`config.mk`:
```
export PLATFORM = sky130hd
export DESIGN_NAME = blft_param
export DESIGN_NICKNAME = d
export VERILOG_FILES = /design/src/rtl/blft_param.sv
export SDC_FILE = /design/constraint.sdc
export NUM_CORES = 1
export LEC_CHECK = 0
export ABC_AREA = 1
export BUFFER_PORTS_ARGS = -buffer_cell sky130_fd_sc_hd__buf_2
export CORE_MARGIN = 5
export CORE_UTILIZATION = 40
export CTS_CLUSTER_SIZE = 30
export DETAILED_ROUTE_END_ITERATION = 16
export PLACE_DENSITY = 0.54
export SLEW_MARGIN = 20
export SYNTH_ARGS = -nofsm -noshare
export SYNTH_HDL_FRONTEND = slang
export SYNTH_SLANG_ARGS = --single-unit
```
`constraint.sdc`:
```
create_clock -name clk -period 11.3 [get_ports clk]
set_input_delay 1.13 -clock clk [delete_from_list [all_inputs] [get_ports clk]]
set_output_delay 1.13 -clock clk [all_outputs]
set_load 0.01 [all_outputs]
```
`src/rtl/blft_param.sv`:
```
// Raster-order window filter: bypass, box mean or range-gated mean over a clamped
// (2R+1)x(2R+1) window, fetched pixel by pixel from external memory.
module blft_param #(
  parameter int unsigned DATA_W = 8,
  parameter int unsigned W_LOG2 = 8,
  parameter int unsigned H_LOG2 = 8,
  parameter int unsigned RADIUS = 5
) (
  input  logic                     clk,
  input  logic                     rst,
  input  logic                     start,
  input  logic [1:0]               mode,
  input  logic [DATA_W-1:0]        thresh,
  input  logic                     in_valid,
  output logic [H_LOG2+W_LOG2-1:0] in_addr,
  input  logic [DATA_W-1:0]        in_data,
  output logic                     out_valid,
  output logic [H_LOG2+W_LOG2-1:0] out_addr,
  output logic [DATA_W-1:0]        out_data,
  output logic                     busy,
  output logic                     finish
);

  localparam int unsigned AW = H_LOG2 + W_LOG2;
  localparam int unsigned SW = DATA_W + 8;
  localparam int unsigned NW = DATA_W + 9;
  localparam int ROW_MAX = (1 << H_LOG2) - 1;
  localparam int COL_MAX = (1 << W_LOG2) - 1;
  localparam logic signed [4:0] RPOS = 5'(RADIUS);
  localparam logic signed [4:0] RNEG = -RPOS;

  typedef enum logic [2:0] {StIdle, StCenter, StWin, StDiv, StOut, StDone} state_e;

  state_e              state_q;
  logic [H_LOG2-1:0]   row_q;
  logic [W_LOG2-1:0]   col_q;
  logic signed [4:0]   dy_q, dx_q;
  logic [1:0]          mode_q;
  logic [DATA_W-1:0]   thresh_q, center_q;
  logic [SW-1:0]       sum_q;
  logic [7:0]          cnt_q, rem_q, div_cnt_q;
  logic [DATA_W-1:0]   quo_q;
  logic                sat_q;
  logic                out_valid_q;
  logic [AW-1:0]       out_addr_q;
  logic [DATA_W-1:0]   out_data_q;

  int                  ry, cx;
  logic [H_LOG2-1:0]   row_cl;
  logic [W_LOG2-1:0]   col_cl;
  logic [DATA_W-1:0]   diff;
  logic                incl, last_win;
  logic [SW-1:0]       sum_nxt;
  logic [7:0]          cnt_nxt;
  logic [NW-1:0]       dvd;
  logic [8:0]          dvd_hi;
  logic [8:0]          shifted;
  logic                ge;
  logic [7:0]          rem_nxt;
  logic [DATA_W-1:0]   quo_nxt;

  // Edge clamping of the window tap address.
  always_comb begin
    ry = int'(row_q) + int'(dy_q);
    cx = int'(col_q) + int'(dx_q);
    if (ry < 0)            row_cl = '0;
    else if (ry > ROW_MAX) row_cl = H_LOG2'(ROW_MAX);
    else                   row_cl = H_LOG2'(ry);
    if (cx < 0)            col_cl = '0;
    else if (cx > COL_MAX) col_cl = W_LOG2'(COL_MAX);
    else                   col_cl = W_LOG2'(cx);
  end

  always_comb begin
    diff     = (in_data >= center_q) ? in_data - center_q : center_q - in_data;
    incl     = (mode_q == 2'b01) || (diff <= thresh_q);
    sum_nxt  = incl ? sum_q + SW'(in_data) : sum_q;
    cnt_nxt  = incl ? cnt_q + 8'd1 : cnt_q;
    last_win = (dx_q == RPOS) && (dy_q == RPOS);
    // Round half up by biasing the dividend with cnt/2.
    dvd      = NW'(sum_nxt) + NW'(cnt_nxt >> 1);
    dvd_hi   = dvd[NW-1:DATA_W];
    // The quotient fits DATA_W bits, so the high dividend part seeds the remainder.
    shifted  = {rem_q, quo_q[DATA_W-1]};
    ge       = shifted >= {1'b0, cnt_q};
    rem_nxt  = ge ? 8'(shifted - {1'b0, cnt_q}) : shifted[7:0];
    quo_nxt  = {quo_q[DATA_W-2:0], ge};
  end

  always_comb begin
    in_addr = '0;
    case (state_q)
      StCenter, StDiv, StOut: in_addr = {row_q, col_q};
      StWin:                  in_addr = {row_cl, col_cl};
      default:                in_addr = '0;
    endcase
  end

  always_ff @(posedge clk) begin
    if (rst) begin
      state_q     <= StIdle;
      row_q       <= '0;
      col_q       <= '0;
      dy_q        <= '0;
      dx_q        <= '0;
      mode_q      <= '0;
      thresh_q    <= '0;
      center_q    <= '0;
      sum_q       <= '0;
      cnt_q       <= '0;
      rem_q       <= '0;
      div_cnt_q   <= '0;
      quo_q       <= '0;
      sat_q       <= 1'b0;
      out_valid_q <= 1'b0;
      out_addr_q  <= '0;
      out_data_q  <= '0;
    end else begin
      out_valid_q <= 1'b0;
      case (state_q)
        StIdle, StDone: begin
          if (start) begin
            state_q  <= StCenter;
            row_q    <= '0;
            col_q    <= '0;
            mode_q   <= mode;
            thresh_q <= thresh;
          end
        end
        StCenter: begin
          if (in_valid) begin
            center_q <= in_data;
            if (mode_q == 2'b00) begin
              state_q     <= StOut;
              out_valid_q <= 1'b1;
              out_addr_q  <= {row_q, col_q};
              out_data_q  <= in_data;
            end else begin
              state_q <= StWin;
              sum_q   <= '0;
              cnt_q   <= '0;
              dy_q    <= RNEG;
              dx_q    <= RNEG;
            end
          end
        end
        StWin: begin
          if (in_valid) begin
            sum_q <= sum_nxt;
            cnt_q <= cnt_nxt;
            if (dx_q == RPOS) begin
              dx_q <= RNEG;
              dy_q <= dy_q + 5'sd1;
            end else begin
              dx_q <= dx_q + 5'sd1;
            end
            if (last_win) begin
              state_q   <= StDiv;
              div_cnt_q <= '0;
              sat_q     <= dvd_hi >= {1'b0, cnt_nxt};
              rem_q     <= dvd_hi[7:0];
              quo_q     <= dvd[DATA_W-1:0];
            end
          end
        end
        StDiv: begin
          rem_q     <= rem_nxt;
          quo_q     <= quo_nxt;
          div_cnt_q <= div_cnt_q + 8'd1;
          if (div_cnt_q == 8'(DATA_W - 1)) begin
            state_q     <= StOut;
            out_valid_q <= 1'b1;
            out_addr_q  <= {row_q, col_q};
            out_data_q  <= sat_q ? '1 : quo_nxt;
          end
        end
        StOut: begin
          if (col_q == W_LOG2'(COL_MAX)) begin
            col_q <= '0;
            row_q <= row_q + 1'b1;
            state_q <= (row_q == H_LOG2'(ROW_MAX)) ? StDone : StCenter;
          end else begin
            col_q   <= col_q + 1'b1;
            state_q <= StCenter;
          end
        end
        default: state_q <= StIdle;
      endcase
    end
  end

  assign out_valid = out_valid_q;
  assign out_addr  = out_addr_q;
  assign out_data  = out_data_q;
  assign busy      = (state_q != StIdle) && (state_q != StDone);
  assign finish    = (state_q == StDone);

endmodule

```
Yosys cells after proc, flatten, opt, wreduce, memory -nomap -nowiden --
Index checks and enable logic that the tools add are counted.
Storage, ports and cells: bits of input ports 22, word-level logic and storage cells 142, bits in registers 121, output and inout port bits 43
Cells by class: add/subtract/negate cells 13, reduce and logical (&&, ||, !) cells 22, equality and inequality tests 21, multiplexer cells 61, magnitude comparators 8
Operator list (number):
- $mux W8 | 23
- $mux W16 | 7
- $pmux W8 S2 | 7
- $pmux W16 S2 | 3
- $add A8 B1 Y8 const B | 4
- $mux W5 | 6
- $mux W3 | 8
- $sub A8 B8 Y8 | 3
- $add A9 B5 Y10 | 2
- $gt A10 B9 Y1 const B | 2
- $lt A10 B1 Y1 const B | 2
- $pmux W5 S2 | 2
- $ge A9 B8 Y1 | 2
- $ne A2 B2 Y1 const B | 9
- $add A16 B7 Y17 | 1
- $add A16 B8 Y16 | 1
- $eq A8 B8 Y1 const B | 2
- $pmux W3 S5 | 1
- $add A5 B2 Y5 const B | 2
- $eq A5 B4 Y1 const B | 2
- $reduce_and A5 Y1 | 2
- $reduce_and A3 Y1 | 3
- $eq A8 B3 Y1 const B | 1
- $ge A8 B8 Y1 | 1
- other kinds (18) | 29

Longest topological paths before layout --
Gate-level depths: netlist of the first run.
word-level depth 9, gate-level depth with buffers 45, mapped depth without buffers 43

Least setup slack after synthesis of the first run --
Ideal clock, no wire load.
kind in2reg, start point input port in_data[0], end point register sat_q, slack 4.783 ns, buffers on the path 2, setup time 0.119 ns, arrival time 6.398 ns, data required time 11.181 ns, stages 41, path through inv_1 -> ha_1 -> inv_1 -> fa_1 -> inv_1 -> o21ai_0 -> nand2_1 -> o2111ai_2 -> a21oi_1 -> a21oi_1 -> o21ai_0 -> xnor2_1 -> inv_1 -> ha_1 -> nand2_1 -> nor2_1 -> a22oi_1 -> nand2_2 -> (+5 left out) -> fa_1 -> nand3_1 -> nand2_1 -> nand2_1 -> nand2_1 -> a21o_1 -> nand2_1 -> nand2_1 -> nand3_2 -> o21ai_0 -> and2_1 -> ha_1 -> a21oi_1 -> o221ai_1 -> nand3_1 -> nand2_1 -> a21oi_1 -> a21oi_1
On the way: word-level cells in the longest chain between the ends 7, elaborated cells on any way between the ends 11, classes of those cells 4 x add/sub; 3 x order compare; 3 x mux; 1 x reduce/logical
Ends and longest elaborated chain:
- start, declared | RTL line 16 | input logic [DATA_W-1:0] in_data,
- $sub A8 B8 Y8 or $ge A8 B8 Y1 (tied branches) | RTL line 75 | diff = (in_data >= center_q) ? in_data - center_q : center_q - in_data;
- $mux W8 | RTL line 75
- $le A8 B8 Y1 | RTL line 76 | incl = (mode_q == 2'b01) || (diff <= thresh_q);
- $logic_or A1 B1 Y1 | RTL line 76
- $mux W16 or $mux W8 (tied branches) | RTL line 77, 78
- $add A16 B7 Y17 | RTL line 81 | dvd = NW'(sum_nxt) + NW'(cnt_nxt >> 1);
- $ge A9 B8 Y1 (*) | RTL line 160 | sat_q <= dvd_hi >= {1'b0, cnt_nxt};
- end signal, assigned | RTL line 160
- end, declared | RTL line 43 | logic sat_q;
Mark *: on every way between the ends. The rest lies on a longest branch, timed or not. A chain may end at the register's enable or synchronous reset.

Worst setup path after layout of the first run --
Ends and elaborated chain as after synthesis.

==> out/metrics.cfg, run 1 <==
[cts]
cts_tree=yes
htree_levels=4
cts_root_buffer=clkbuf_16
cts_resized=0
path_clk_slew_ns=0.06
hold_buffers=0
cts_setup_buffers=0
cts.path.max_buffers=2
clock_sinks=121
cts_buffers=17
clkLatencyLatePin_ns=0.42

[critical_path]
critical_path.top_delay_family=simple AND/OR/NAND/NOR gates
crit_required_ns=11.59
startpoint_type=primary input
cp_max_fo=26
critPathMostFrequentCell=nand2_1
crit_type=in -> reg
cp_slowest_cell=nand2_2
critPathArrivalTime_ns=7.35
end_kind=flop
cp_slowest_stage_delay_ns=0.43
path_buf_inv=6

[sta]
setup_ws_ns=4.24
whs_ns=0.457
tightest_slew_ns=1.07
period_minus_slack_ns=7.06
finalClockSkew_ns=0.00988
fmax_ghz=0.142
setup_viol=0
finalHoldViolations=0
drv_slew=0
fin_crit_sh_pct=62.5
timing.slew.headroom_pct=28.6
rsz0062_at_grt=no
tns_ns=0

[drt]
avgRoutedWirePerCell_microns=14.5
drt_drc_violations_left=0
via_per_inst=5.07
route.met2.wl_microns=10600
wl_met3_microns=857
drt-met1-wl_microns=11800
via_count=8221
drtIter0Drc=438
top_layer=met4
ant_nets=0
wl_microns=23600
drtPass1Iterations=4

[floorplanning]
start_util_pct=40.3
dieArea_sq_um=24900
ios=65
die_height_microns=158
die_w_microns=158
row_count=54
placeableCoreArea_sq_um=21700

[synthesis]
ys_seq_elements=121
synthArstFlopShare_pct=0
synth_cells=1275
syn_area_per_cell_sq_um=6.85
synthDistinctLibCells=58
ys_seq_area_share_pct=27.7
synth_ff_type=dfxtp_1
synth-edff-count=0
synthesis.nets=1384
synth_commonest_cells=317 x nand2_1, 151 x inv_1, 140 x a21oi_1
synth.area.top_cells=dfxtp_1 28%, nand2_1 14%, ha_1 11%
syn_area_sq_um=8740
yosys_warnings=0
yosys.area.top_type=dfxtp_1
synth_most_common_cell=nand2_1
synth_top_area_share_pct=27.7

[placement]
dp.cells=1591
hpwlAfterDp_microns=18100
place.gp.congestion=0.865
place_ws_ns=3.90
port-buffer-count=64

[global_route]
grt_pass1_vias=7733
grtUsageTotal_pct=19.4
grt-ovfl-total=0
antenna_found_initial=0
grt_max_degree=67
grt_pass1_wl_microns=39100

[power_and_ir_drop]
p_total_w=0.00200
powerDensity_nw_per_um2=202
leakage_nw=4.59
ir_drop_mv=0.110

[cells_and_area]
drive_above_1_share_pct=11.3
area_growth_pct=13.6
final_cells=1622
num-nets-final=1439
num_antenna_cells=0

[status]
status=finished clean

[worst_hold_path]
hp-class=reg -> reg

[run]
max-cap-violations=0

-- registers in the layout (all words and copies together) (netlist names), 2 cells and up --
name	cells
col_q	8
div_cnt_q	8
state_q	3
out_data	8
dy_q	5
center_q	8
cnt_q	8
rem_q	8
sum_q	16
dx_q	5
quo_q	8
out_addr	16
mode_q	2
row_q	8
thresh_q	8
-- layout by cell type (no fill, tap or decap), drive strengths merged, types with 2 or more instances in the layout --
cell type / synthesis / routed
xnor2: 18 / 18
clkinv: 1 / 5
xor2: 23 / 23
nand3b: 4 / 4
o21a: 3 / 3
nor2: 98 / 98
o211ai: 4 / 4
buf: 12 / 67
a31oi: 12 / 12
o22ai: 7 / 7
nand4: 15 / 15
a311oi: 2 / 2
clkbuf: 19 / 18
a21o: 4 / 4
ha: 80 / 80
o221ai: 4 / 4
a2111oi: 2 / 2
or2: 5 / 5
bufinv: 0 / 5
nand3: 72 / 72
nor3: 16 / 16
nor4: 4 / 4
clkinvlp: 0 / 2
nand2: 323 / 323
o21ai: 86 / 86
a211oi: 11 / 11
and2: 3 / 3
a21oi: 143 / 143
mux2: 4 / 4
fa: 7 / 7
dfxtp: 121 / 121
inv: 162 / 164
-- logic make-up (layout without fill, tap and decap cells) --
kind of cell / after synthesis / after routing / share of synthesized area [%]
fa+ha+maj: 87 / 87 / 13.1
mux: 5 / 5 / 0.630
compound gates: 285 / 285 / 18.0
xor+xnor: 41 / 41 / 4.11
flops: 121 / 121 / 27.7
buf+inv: 194 / 261 / 8.86
simple gates: 542 / 542 / 27.6
-- area by class of cell --
cell class                      count  area, sq um
Tap cell                          280          350
Multi-Input combinational cell    960         5540
Clock inverter                     13          218
Fill cell                        2277        11800
Inverter                          163          612
Clock buffer                       18          439
Sequential cell                   121         2420
Timing Repair Buffer               67          343
-- power breakdown --
group          internal, W  total, W  switching (W)
clock             0.000399  0.000614       0.000215
combinational     0.000290  0.000863       0.000573
sequential        0.000481  0.000527      0.0000456
-- worst reg2reg max path: cells and delay by family, from the launching register on --
kind	cells	cell delay, ns
compound gates	12	1.92
xor+xnor	2	0.37
flops	1	0.35
fa+ha+maj	5	1.41
simple gates	16	2.06
buf+inv	4	0.29
-- per-layer routing --
metal	GRT usage (%)	vias to the layer above
li1	-	4345
met1	26.9	3732
met2	31.4	121
met3	2.90	23
met4	5.49	0
met5	0	-
-- final timing paths --
check                            startpoint     endpoint  slack (ns)  cells past startpoint
worst min register to register  thresh_q[2]  thresh_q[2]        0.46                      2
worst max-delay path             in_data[0]        sat_q        4.24                     41
worst max register to register  center_q[0]        sat_q        4.79                     39
worst min-delay path            thresh_q[2]  thresh_q[2]        0.46                      2
-- through the flow --
| stage | cell area, sq um | util, % |
|---|---|---|
| floorplan | 8740 | - |
| global placement | 9270 | 42.7 |
| detailed placement | 9270 | 42.7 |
| CTS | 9930 | 45.8 |
| global route | 9930 | 45.8 |
| finish | 9930 | 45.8 |
No activity file was read; power rests on OpenSTA's default activity.
==> run 2, diff against run 1 <==
==> constraint.sdc (replaced) <==
create_clock -name clk -period 6.7 [get_ports clk]
set_input_delay 0.67 -clock clk [delete_from_list [all_inputs] [get_ports clk]]
set_output_delay 0.67 -clock clk [all_outputs]
set_load 0.01 [all_outputs]
==> run 2 against run 1 <==
Cell count up 0.31%. Sequential power up 69%. Worst setup slack worse by 3.7 ns. Sequential share of layout area up 0.083 points. Via count up 0.29%. Clock power up 50%. Final area down 0.34%. Power up 64%. Largest power group unchanged. Register-to-register slack worse by 4.1 ns. Largest cell class unchanged. Die area unchanged.
==> out/metrics.cfg, run 2 (same netlist as run 1, synthesis figures left out) <==
[cells_and_area]
num_antenna_cells=0  ; unchanged
num-nets-final=1443  ; +0.28%
final_common_cell=nand2_1
regArea_sq_um=2420  ; unchanged
mostFrequentLayoutCells=317 x nand2_1, 151 x inv_1, 140 x a21oi_1
multi_input_comb_area_sq_um=5550  ; +0.20%
fin_util_pct=45.6  ; -0.16 points
drive_above_1_share_pct=11.7  ; +0.33 points
area_growth_pct=13.2
n_fill_cell=2304  ; +1.2%

[power_and_ir_drop]
powerDensity_nw_per_um2=332  ; +65%
ir_drop_mv=0.186  ; +69%
leakage_nw=4.57  ; -0.33%
p_total_w=0.00329  ; +64%

[placement]
place_ws_ns=0.107  ; -3.79 ns
place.gp.congestion=0.862  ; -0.34%
port-buffer-count=64  ; unchanged
hpwlAfterDp_microns=18100  ; about the same

[global_route]
grt-ovfl-total=0  ; unchanged
use_met2_pct=31.9  ; +0.53 points
grt_max_degree=67  ; unchanged
gr-usage-met1_pct=26.7  ; -0.24 points
use_met3_pct=2.93  ; +0.027 points
antenna_found_initial=0  ; unchanged
grtUsageTotal_pct=19.5  ; +0.056 points
grt-busiest-layer=met2
grt_pass1_vias=7877  ; +1.9%
grt_pass1_wl_microns=39100  ; about the same

[sta]
drv_slew=0  ; unchanged
finalHoldViolations=0  ; unchanged
tns_ns=0  ; unchanged
period_minus_slack_ns=6.12
rsz0062_at_grt=no
setup_ws_ns=0.583  ; -3.66 ns
setup_viol=0  ; unchanged
timing.slew.headroom_pct=45.1  ; +16 points
fin_crit_sh_pct=91.3
finalClockSkew_ns=0.0122  ; +0.00229 ns
tightest_slew_ns=0.821  ; -0.248 ns
fmax_ghz=0.163
whs_ns=0.467  ; +0.0103 ns

[critical_path]
critPathMostFrequentCell=nand2_1
cp_slowest_stage_delay_ns=0.35  ; -0.08 ns
critPathArrivalTime_ns=6.47  ; -0.88 ns
cp_max_fo=9  ; -65%
end_kind=flop
crit_type=in -> reg
critical_path.top_delay_family=simple AND/OR/NAND/NOR gates
startpoint_type=primary input
cp_slowest_cell=fa_1
crit_required_ns=7.05  ; -4.54 ns
path_buf_inv=6  ; unchanged

[worst_hold_path]
hp-class=reg -> reg

[drt]
drtPass1Iterations=5  ; +1
wl_microns=23800  ; +0.84%
avgRoutedWirePerCell_microns=14.6  ; +0.53%
drtIter0Drc=446  ; +1.8%
via_per_inst=5.07  ; about the same
drt_drc_violations_left=0  ; unchanged
via_count=8245  ; +0.29%
ant_nets=0  ; unchanged

[status]
status=finished clean

[cts]
cts.path.max_buffers=2  ; unchanged
path_clk_slew_ns=0.06  ; about the same
cts_buffers=17  ; unchanged
htree_levels=4  ; unchanged
clkLatencyLatePin_ns=0.43  ; about the same
cts_root_buffer=clkbuf_16
cts_setup_buffers=0  ; unchanged
cts_tree=yes
clock_sinks=121  ; unchanged

[run]
max-cap-violations=0  ; unchanged

[floorplanning]
ios=65  ; unchanged
dieArea_sq_um=24900  ; unchanged
start_util_pct=40.3  ; unchanged
die_height_microns=158  ; unchanged
die_w_microns=158  ; unchanged
placeableCoreArea_sq_um=21700  ; unchanged
row_count=54  ; unchanged

==> run 2: changes by cell type in the layout (fill, tap and decap cells not counted), moves of 3 or more <==
cell / previous run / this run
inv_6: 2 / 5
buf_4: 3 / 7
inv_8: 0 / 3
bufinv_16: 5 / 1
==> run 2: final timing paths <==
path	from	endpoint	slack, ns	cells after the start
setup / recovery	in_data[0]	sat_q	0.58	42
hold / removal	quo_q[1]	quo_q[1]	0.47	2
setup reg to reg	center_q[0]	sat_q	0.68	40
hold reg to reg	quo_q[1]	quo_q[1]	0.47	2
==> run 2: final cells by class <==
class                           instances  area share (%)
Clock buffer                           17            4.30
Clock inverter                         15            1.58
Inverter                              163            6.19
Multi-Input combinational cell        960            56.1
Sequential cell                       121            24.5
Tap cell                              280            3.54
Timing Repair Buffer                   71            3.77
==> run 2: what timing repair did <==
item | CTS | global route
hold buffers | 0 | 0
resized for setup | 0 | 1
endpoints found under the setup margin | 0 | 1
==> run 2: per-layer routing <==
layer	part of all wire, %	up-vias
li1	-	4361
met1	50	3738
met2	45	122
met3	3.3	24
met4	1.4	0
met5	0	-
==> run 2: through the flow <==
stage | area, sq um | std cells
2_1_floorplan | 8740 | 1275
3_3_place_gp | 9300 | 1595
3_5_place_dp | 9300 | 1595
4_1_cts | 9880 | 1627
5_1_grt | 9890 | 1627
6_report | 9890 | 1627
==> run 2: worst reg2reg max path: cells and delay by family, from the launching register on <==
family                     cells  cell delay (ns)
and+or+nand+nor               19             2.06
adders and majority gates      5             1.46
AOI/OAI and AO/OA             10             1.42
xor gates and xnor gates       2             0.37
DFF                            1             0.34
buffers and inverters          4             0.29
==> run 2: where the power goes <==
| part | total, W | leakage [nW] | switching (W) | internal [W] |
|---|---|---|---|---|
| Combinational | 0.00148 | 3.32 | 0.000972 | 0.000505 |
| Sequential | 0.000889 | 0.981 | 0.0000778 | 0.000811 |
| Clock | 0.000919 | 0.277 | 0.000394 | 0.000524 |
